<file path="src/rtl/mem_access_responder.sv">
// mem_access_responder
//
// Memory-side responder for the datapath's load/store requests. It accepts one
// request at a time over a REQ/ACK handshake and serves it through a single
// 64-bit doubleword memory port. The port has a registered address, a fixed
// read latency and a write strobe. Loads extract a byte, half, word or double
// from the addressed doubleword. Sub-doubleword stores read the doubleword,
// merge the new lanes and write it back. Misaligned accesses are answered with
// ERR and never touch memory.
//
// Ports
//   CLK       in   rising-edge clock
//   RESET     in   synchronous, active-high reset
//   REQ       in   request valid (only looked at while idle)
//   WE        in   1 = store, 0 = load
//   SIZE      in   0 byte, 1 half, 2 word, 3 double
//   UNS       in   1 = zero-extend loads, 0 = sign-extend
//   ADDR      in   byte address
//   WDATA     in   store data, low 8*2^SIZE bits used
//   ACK       out  one-cycle response pulse
//   ERR       out  misaligned access, valid with ACK
//   RDATA     out  load result, held between loads
//   MEM_ADDR  out  doubleword-aligned memory address
//   MEM_WR    out  memory write strobe
//   MEM_DIN   out  memory write data
//   MEM_DOUT  in   memory read data
module mem_access_responder #(
    parameter int MEM_LAT = 1,
    parameter int ADDR_W  = 64
) (
    input  logic              CLK,
    input  logic              RESET,
    input  logic              REQ,
    input  logic              WE,
    input  logic [1:0]        SIZE,
    input  logic              UNS,
    input  logic [ADDR_W-1:0] ADDR,
    input  logic [63:0]       WDATA,
    output logic              ACK,
    output logic              ERR,
    output logic [63:0]       RDATA,
    output logic [ADDR_W-1:0] MEM_ADDR,
    output logic              MEM_WR,
    output logic [63:0]       MEM_DIN,
    input  logic [63:0]       MEM_DOUT
);

    typedef enum logic [1:0] {IDLE, RD_WAIT, WRITE, RESP} state_t;

    state_t            state_q, state_d;
    logic [2:0]        cnt_q, cnt_d;
    logic              we_q, uns_q, err_q;
    logic [1:0]        size_q;
    logic [2:0]        off_q;
    logic [63:0]       wdata_q, buf_q, rdata_q;
    logic [ADDR_W-1:0] memAddr_q;

    logic              reqMisaligned;
    logic [63:0]       lane, loadVal, bitMask, merged;
    logic [7:0]        byteMask;

    // Low address bits that must be zero for an access of the given size.
    function automatic logic [2:0] alignMask(input logic [1:0] s);
        case (s)
            2'd0:    return 3'b000;
            2'd1:    return 3'b001;
            2'd2:    return 3'b011;
            default: return 3'b111;
        endcase
    endfunction

    // Byte lanes covered by an access of the given size, starting at lane 0.
    function automatic logic [7:0] sizeLanes(input logic [1:0] s);
        case (s)
            2'd0:    return 8'h01;
            2'd1:    return 8'h03;
            2'd2:    return 8'h0F;
            default: return 8'hFF;
        endcase
    endfunction

    assign reqMisaligned = |(ADDR[2:0] & alignMask(SIZE));

    // Next-state logic. Full doubleword stores skip the read because every
    // byte is overwritten. Everything else that is aligned reads first.
    always_comb begin
        state_d = state_q;
        cnt_d   = cnt_q;
        case (state_q)
            IDLE: begin
                if (REQ) begin
                    if (reqMisaligned) begin
                        state_d = RESP;
                    end else if (!WE || SIZE != 2'd3) begin
                        state_d = RD_WAIT;
                        cnt_d   = 3'(MEM_LAT);
                    end else begin
                        state_d = WRITE;
                    end
                end
            end
            RD_WAIT: begin
                cnt_d = cnt_q - 3'd1;
                if (cnt_q == 3'd1) begin
                    state_d = we_q ? WRITE : RESP;
                end
            end
            WRITE:   state_d = RESP;
            default: state_d = IDLE;
        endcase
    end

    // Load extraction works directly on MEM_DOUT. The read data is only valid
    // in the last RD_WAIT cycle, and RDATA must change together with ACK.
    always_comb begin
        lane    = MEM_DOUT >> {off_q, 3'b000};
        loadVal = lane;
        case (size_q)
            2'd0:    loadVal = {{56{~uns_q & lane[7]}},  lane[7:0]};
            2'd1:    loadVal = {{48{~uns_q & lane[15]}}, lane[15:0]};
            2'd2:    loadVal = {{32{~uns_q & lane[31]}}, lane[31:0]};
            default: loadVal = lane;
        endcase
    end

    // Read-modify-write merge. For a doubleword store the mask covers every
    // lane, so the stale buffer contents drop out completely.
    always_comb begin
        byteMask = sizeLanes(size_q) << off_q;
        bitMask  = '0;
        for (int i = 0; i < 8; i++) begin
            bitMask[8*i +: 8] = {8{byteMask[i]}};
        end
        merged = (buf_q & ~bitMask) | ((wdata_q << {off_q, 3'b000}) & bitMask);
    end

    // State, captured request and read buffer. The request fields are only
    // loaded while idle, so REQ activity during a transfer has no effect.
    always_ff @(posedge CLK) begin
        if (RESET) begin
            state_q   <= IDLE;
            cnt_q     <= '0;
            we_q      <= 1'b0;
            uns_q     <= 1'b0;
            err_q     <= 1'b0;
            size_q    <= '0;
            off_q     <= '0;
            wdata_q   <= '0;
            buf_q     <= '0;
            rdata_q   <= '0;
            memAddr_q <= '0;
        end else begin
            state_q <= state_d;
            cnt_q   <= cnt_d;
            if (state_q == IDLE && REQ) begin
                we_q      <= WE;
                size_q    <= SIZE;
                uns_q     <= UNS;
                off_q     <= ADDR[2:0];
                wdata_q   <= WDATA;
                err_q     <= reqMisaligned;
                memAddr_q <= {ADDR[ADDR_W-1:3], 3'b000};
            end
            if (state_q == RD_WAIT && cnt_q == 3'd1) begin
                buf_q <= MEM_DOUT;
                if (!we_q) begin
                    rdata_q <= loadVal;
                end
            end
        end
    end

    assign ACK      = (state_q == RESP);
    assign ERR      = (state_q == RESP) && err_q;
    assign MEM_WR   = (state_q == WRITE);
    assign MEM_DIN  = (state_q == WRITE) ? merged : 64'h0;
    assign MEM_ADDR = memAddr_q;
    assign RDATA    = rdata_q;

endmodule

</file>
<file path="config.mk">
export PLATFORM = sky130hd
export DESIGN_NAME = mem_access_responder
export DESIGN_NICKNAME = d
export VERILOG_FILES = /design/src/rtl/mem_access_responder.sv
export SDC_FILE = /design/constraint.sdc
export NUM_CORES = 1
export LEC_CHECK = 0
export ABC_AREA = 1
export CORE_ASPECT_RATIO = 1.2
export CORE_MARGIN = 10
export CORE_UTILIZATION = 30
export DETAILED_ROUTE_END_ITERATION = 10
export PLACE_DENSITY_LB_ADDON = 0.1
export SLEW_MARGIN = 20
export SYNTH_ARGS = -nofsm -noshare
export SYNTH_HDL_FRONTEND = slang
export SYNTH_SLANG_ARGS = --single-unit
</file>
<file path="constraint.sdc">
create_clock -name CLK -period 2.45 [get_ports CLK]
set_input_delay 0.3675 -clock CLK [delete_from_list [all_inputs] [get_ports CLK]]
set_output_delay 0.3675 -clock CLK [all_outputs]
set_load 0.01 [all_outputs]
</file>
**Word-level counts from Yosys, hierarchy flattened**

Cells that the tools add are included.

- Add/subtract/negate cells: 1
- Eq/ne operators: 13
- Shifts and indexed selects: 3
- Multiplexer cells: 14
- Bitwise gates (word level): 10
- Reductions and logical operators: 13

Operators by type and width:

| operator | count |
|---|---|
| one-hot mux 64 bit (3 select lines) | 1 |
| AND 64 bit | 2 |
| two-way mux 64 bit | 1 |
| inverter 64 bit | 1 |
| bitwise OR 64 bit | 1 |
| left shift 64 x 6 -> 64 bit | 1 |
| right shift 64 x 6 -> 64 bit | 1 |
| one-hot mux 8 bit (3 select lines) | 1 |
| != test 2 bit (second input constant) | 5 |
| two-way mux 3 bit | 3 |
| one-hot mux 3 bit (3 select lines) | 1 |
| == test 2 bit (second input constant) | 4 |
| two-way mux 2 bit | 4 |
| left shift 8 x 3 -> 8 bit | 1 |
| == test 2 x 1 -> 1 bit (second input constant) | 3 |
| zero test 2 bit | 3 |
| one-hot mux 2 bit (3 select lines) | 1 |
| one-hot mux 3 bit (2 select lines) | 1 |
| AND reduction 2 bit | 2 |
| AND reduction 4 bit | 1 |
| AND 1 bit | 3 |
| AND 3 bit | 1 |
| == test 3 x 1 -> 1 bit (second input constant) | 1 |
| logical AND 1 bit | 3 |
| other kinds (7) | 8 |

- Register bits: 266
- Bits of input ports: 199
- Word-level logic and storage cells: 65

**Logic depth before layout (Yosys ltp)**

- Depth in word-level cells: 7
- Gate-level depth with buffers: 13

**Least setup slack after synthesis**

Ideal clock, no wire load.

- Path type: register to output
- Start: register off_q[0]
- End: output MEM_DIN[28]
- Arrival time: 1480 ps
- Setup slack: 602 ps
- Cell stages (with the launch flop): 11
- Path buffers: 3
- Cell sequence: dfxtp_1 -> buf_6 -> inv_4 -> buf_6 -> nand2_1 -> a21oi_1 -> nor2_1 -> inv_2 -> buf_2 -> o21ai_1 -> a21oi_1

- Word-level cells in the longest chain between the ends: 5
- Elaborated cells on any way between the ends: 7

RTL lines:

| what | line | RTL |
|---|---|---|
| from (decl) | 54 | `logic [2:0] off_q;` |
| from (signal assigned) | 159 | `off_q <= ADDR[2:0];` |
| parallel branches: the longest is 3 deep, another holds left shift 64 x 6 -> 64 bit | -- |  |
| bitwise OR 64 bit (*) | 134 | `merged = (buf_q & ~bitMask) \| ((wdata_q << {off_q, 3'b000}) & bitMask);` |
| two-way mux 64 bit (*) | 176 | `assign MEM_DIN = (state_q == WRITE) ? merged : 64'h0;` |
| to (decl) | 44 | `output logic [63:0] MEM_DIN,` |

Every way passes the cells marked *.

**Final worst setup path**

- Start: register off_q[0]
- End: output MEM_DIN[48]

The elaborated chain is that of the path after synthesis.

==> results.md <==
- Largest net degree at the start of global routing: 113
- Crit path to: MEM_DIN[48]
- Die span in x: 216 microns
- Hold_buf cts: 0
- Ys Warns: 0
- Total power: 22.0 mW
- Clock H-tree levels: 1
- Unrepaired setup endpoints after global routing: true
- Register Area: 5340 sq um
- Fillers: 4715
- Worst Path Max Fanout: 14
- Initial core utilization: 0.301
- Logic gate share of total power: 0.512
- ANT cells: 0
- Crit share post-route: 1.14
- Multi-input combinational cell area: 8280 sq um
- CTS tree: built
- Sw Share: 0.419
- Crit path time final: 2.79 ns
- Clock Skew: 0.0148 ns
- Highest-delay cell along the critical path: dfxtp_4
- Vias in the first global route: 16.6k
- Die Footprint: 55000 sq um
- Crit end category: primary output
- First-pass GRT wire length: 104 mm
- Layout cells sized above 1: 0.194
- Worst EP required: 2.08 ns
- Core area: 45700 sq um
- Int Pwr: 12.8 mW
- DP Wirelength: 52.5 mm
- Syn Inst Count: 2166
- Kind of critical path: flop to primary output
- Total routed wirelength: 70.6 mm
- Synthesis-to-layout area growth: 57.4%
- Yosys cell types: 36
- Clk slew on worst S/H paths: 0.07 ns
- Final Setup Violations: 45
- Util after Layout: 0.474
- Seq/Total Area, Yosys: 0.386
- R2R cell count: 6
- Clock latency on the worst-skew pair: 0.59 ns
- Worst Path Arrival: 2.42 ns
- Status: complete, but fails checks
- Final hold vios: 0
- Place WS: -0.226 ns
- Crit path largest cell delay: 0.46 ns
- Synth Register Bits: 266
- Dominant cells by area after synthesis: dfxtp_1 39%, o21ai_0 13%, nand2_1 13%
- Initial antenna violation count: 0
- Fin worst setup slack: -0.340 ns
- Min-Delay Path Class: primary input to flop
- Longest Clk Path Bufs: 3
- Maxcap violations: 0
- CTS root buf: clkbuf_16
- GRT Resource Usage Total: 0.246
- Flop2flop setup slack: 0.22 ns
- F_max: 358 MHz
- Die span in y: 255 microns
- Flop pwr share: 0.259
- Pwr dens: 1020 nW/um^2
- DR vias/cell: 5.06
- Cell area after synthesis: 13800 sq um
- Routability-driven placement congestion ratio: 0.926
- GR Overflow Total: 0
- CTS buffer count: 31
- Worst VDD drop: 0.674 mV
- I/O pin count: 394
- Vias: 16.4k
- Net Switching: 9.23 mW
- Asr flop ratio synth: 0
- Count of pins over their slew limit: 0
- Mean Syn Cell Area: 6.36 sq um
- FF-to-FF End: RDATA[60]
- Slew @ Worst Pin: 0.696 ns
- Nets: 2807
- Pre-Repair DR Iteration Count: 5
- Row cnt: 86
- Clock sink count: 266
- ANT nets after route: 0
- Routed WL per cell: 21.8 microns
- Leak Pwr: 8.80 nW
- IO buf count: 390
- Post-synth EDFFs: 0
- Worst reg2reg startpoint: off_q[2]
- Crit path launch: off_q[0]
- DR DRC count: 0
- Setup crit start kind: flop
- Clock Power Share: 0.228
- 1st-iter DRT viols: 1277
- Most frequent CP cell: nor2_1
- Failing checks: negative setup slack
- Ys flop type: dfxtp_1
- Max-slew headroom: 0.536
- Crit path cell chain: inv_8, buf_16, o211ai_1, o21ai_1, a21oi_1, buf_4, nor2_1, nor2_1, buf_2
- Yosys top cell by area: dfxtp_1
- Yosys top cell area share: 0.386
==> metrics by stage <==
stage | hold WS [ns] | instances | setup TNS, ns | area, sq um
2_1_floorplan | 0.430 | 2168 | 0 | 13800
3_3_place_gp | 0.437 | 3143 | -2.85 | 18900
3_5_place_dp | 0.443 | 3143 | -3.20 | 18900
4_1_cts | 0.369 | 3234 | -7.84 | 21300
5_1_grt | 0.394 | 3242 | -11.40 | 21700
6_report | 0.401 | 3242 | -7.63 | 21700
==> cell families after synthesis <==
family,after synthesis,synth area share
compound gates,631,0.236
xor+xnor,1,0.000636
fa+ha+maj,6,0.00545
buf+inv,288,0.0911
flops,266,0.386
other cells,1,0.000272
simple gates,973,0.280
==> worst min-delay path by stage <==
| stage | start | endpoint | slack [ns] | cells past startpoint |
|---|---|---|---|---|
| after floorplan | buf_q[10] | buf_q[10] | 0.43 | 2 |
| after global placement | buf_q[11] | buf_q[11] | 0.44 | 2 |
| after detailed placement | buf_q[15] | buf_q[15] | 0.44 | 2 |
| after CTS | ADDR[58] | MEM_ADDR[58] | 0.37 | 3 |
| after global routing | ADDR[49] | MEM_ADDR[49] | 0.39 | 3 |
| final | WDATA[9] | wdata_q[9] | 0.40 | 3 |
==> per-layer routing <==
metal	track usage	part of all wire	vias to the layer above
met5	0	0	-
met4	0.0957	0.037	0
met3	0.0730	0.084	113
met2	0.398	0.46	623
met1	0.303	0.42	7719
li1	-	-	7946
==> what timing repair did <==
| action | 4_1_cts | 5_1_grt |
|---|---|---|
| setup endpoints to repair | 64 | 62 |
| cloned | 10 | 1 |
| setup buffers | 32 | 13 |
| resized for setup | 570 | 91 |
| pin swaps | 67 | 36 |
==> registers in the layout, summed over array words and instances (netlist names) <==
register,cells
MEM_ADDR,61
RDATA,64
buf_q,64
cnt_q,3
err_q,1
off_q,3
size_q,2
state_q,2
uns_q,1
wdata_q,64
we_q,1
==> layout make-up <==
type / instances / share of cell area
multi-input cells: 1615 / 0.382
repair buffers: 572 / 0.265
flip-flops and latches: 266 / 0.246
clock buffers: 39 / 0.0385
well taps: 616 / 0.0355
inverters: 116 / 0.0219
clock inverters: 18 / 0.0117
==> layout by cell type (no fill, tap or decap), types with 8 or more instances in the layout <==
master	synthesis	routed
nand2_1	485	434
nor2_1	351	342
clkdlybuf4s50_1	0	325
o21ai_0	367	291
dfxtp_1	266	260
a21oi_1	195	167
buf_4	11	120
nand3_1	115	107
inv_1	108	99
buf_6	9	42
nand2_2	1	40
o21ai_2	2	39
o21ai_1	28	38
buf_2	51	38
clkbuf_16	0	32
o21ai_4	0	29
buf_12	0	28
a21oi_2	0	23
o211ai_1	15	15
nand2_4	0	12
clkinv_2	0	9
nand3_2	1	8
o21a_1	8	8
==> synth_stat cells, types with 2 or more instances <==
cell type and number:
nand2_1 485, o21ai_0 367, nor2_1 351, dfxtp_1 266, a21oi_1 195, nand3_1 115, inv_1 108, clkbuf_1 88
buf_2 51, o21ai_1 28, o211ai_1 15, buf_1 13, buf_4 11, a31oi_1 10, buf_6 9, o21a_1 8
ha_1 6, inv_2 6, and2_1 5, or2_2 5, nor2_2 3, nor3_1 3, o22ai_1 3, nor2_4 2
o21ai_2 2
==> power by group through the flow <==
stage,registers (mW),clock network (mW),logic (mW)
floorplan,5.74,0,4.72
global placement,5.71,0,9.21
detailed placement,5.74,0,9.22
CTS,5.71,5.13,10.8
global route,5.81,5.32,12.2
finish,5.72,5.03,11.3
==> critical path: cells and delay by family (launching register included) <==
kind                   cells  cell delay (ns)
AO/OA/AOI/OAI              3             0.66
buffers and inverters      4             0.57
flip-flops                 1             0.46
AND/OR/NAND/NOR            2             0.12
(Power assumes the default switching activity.)
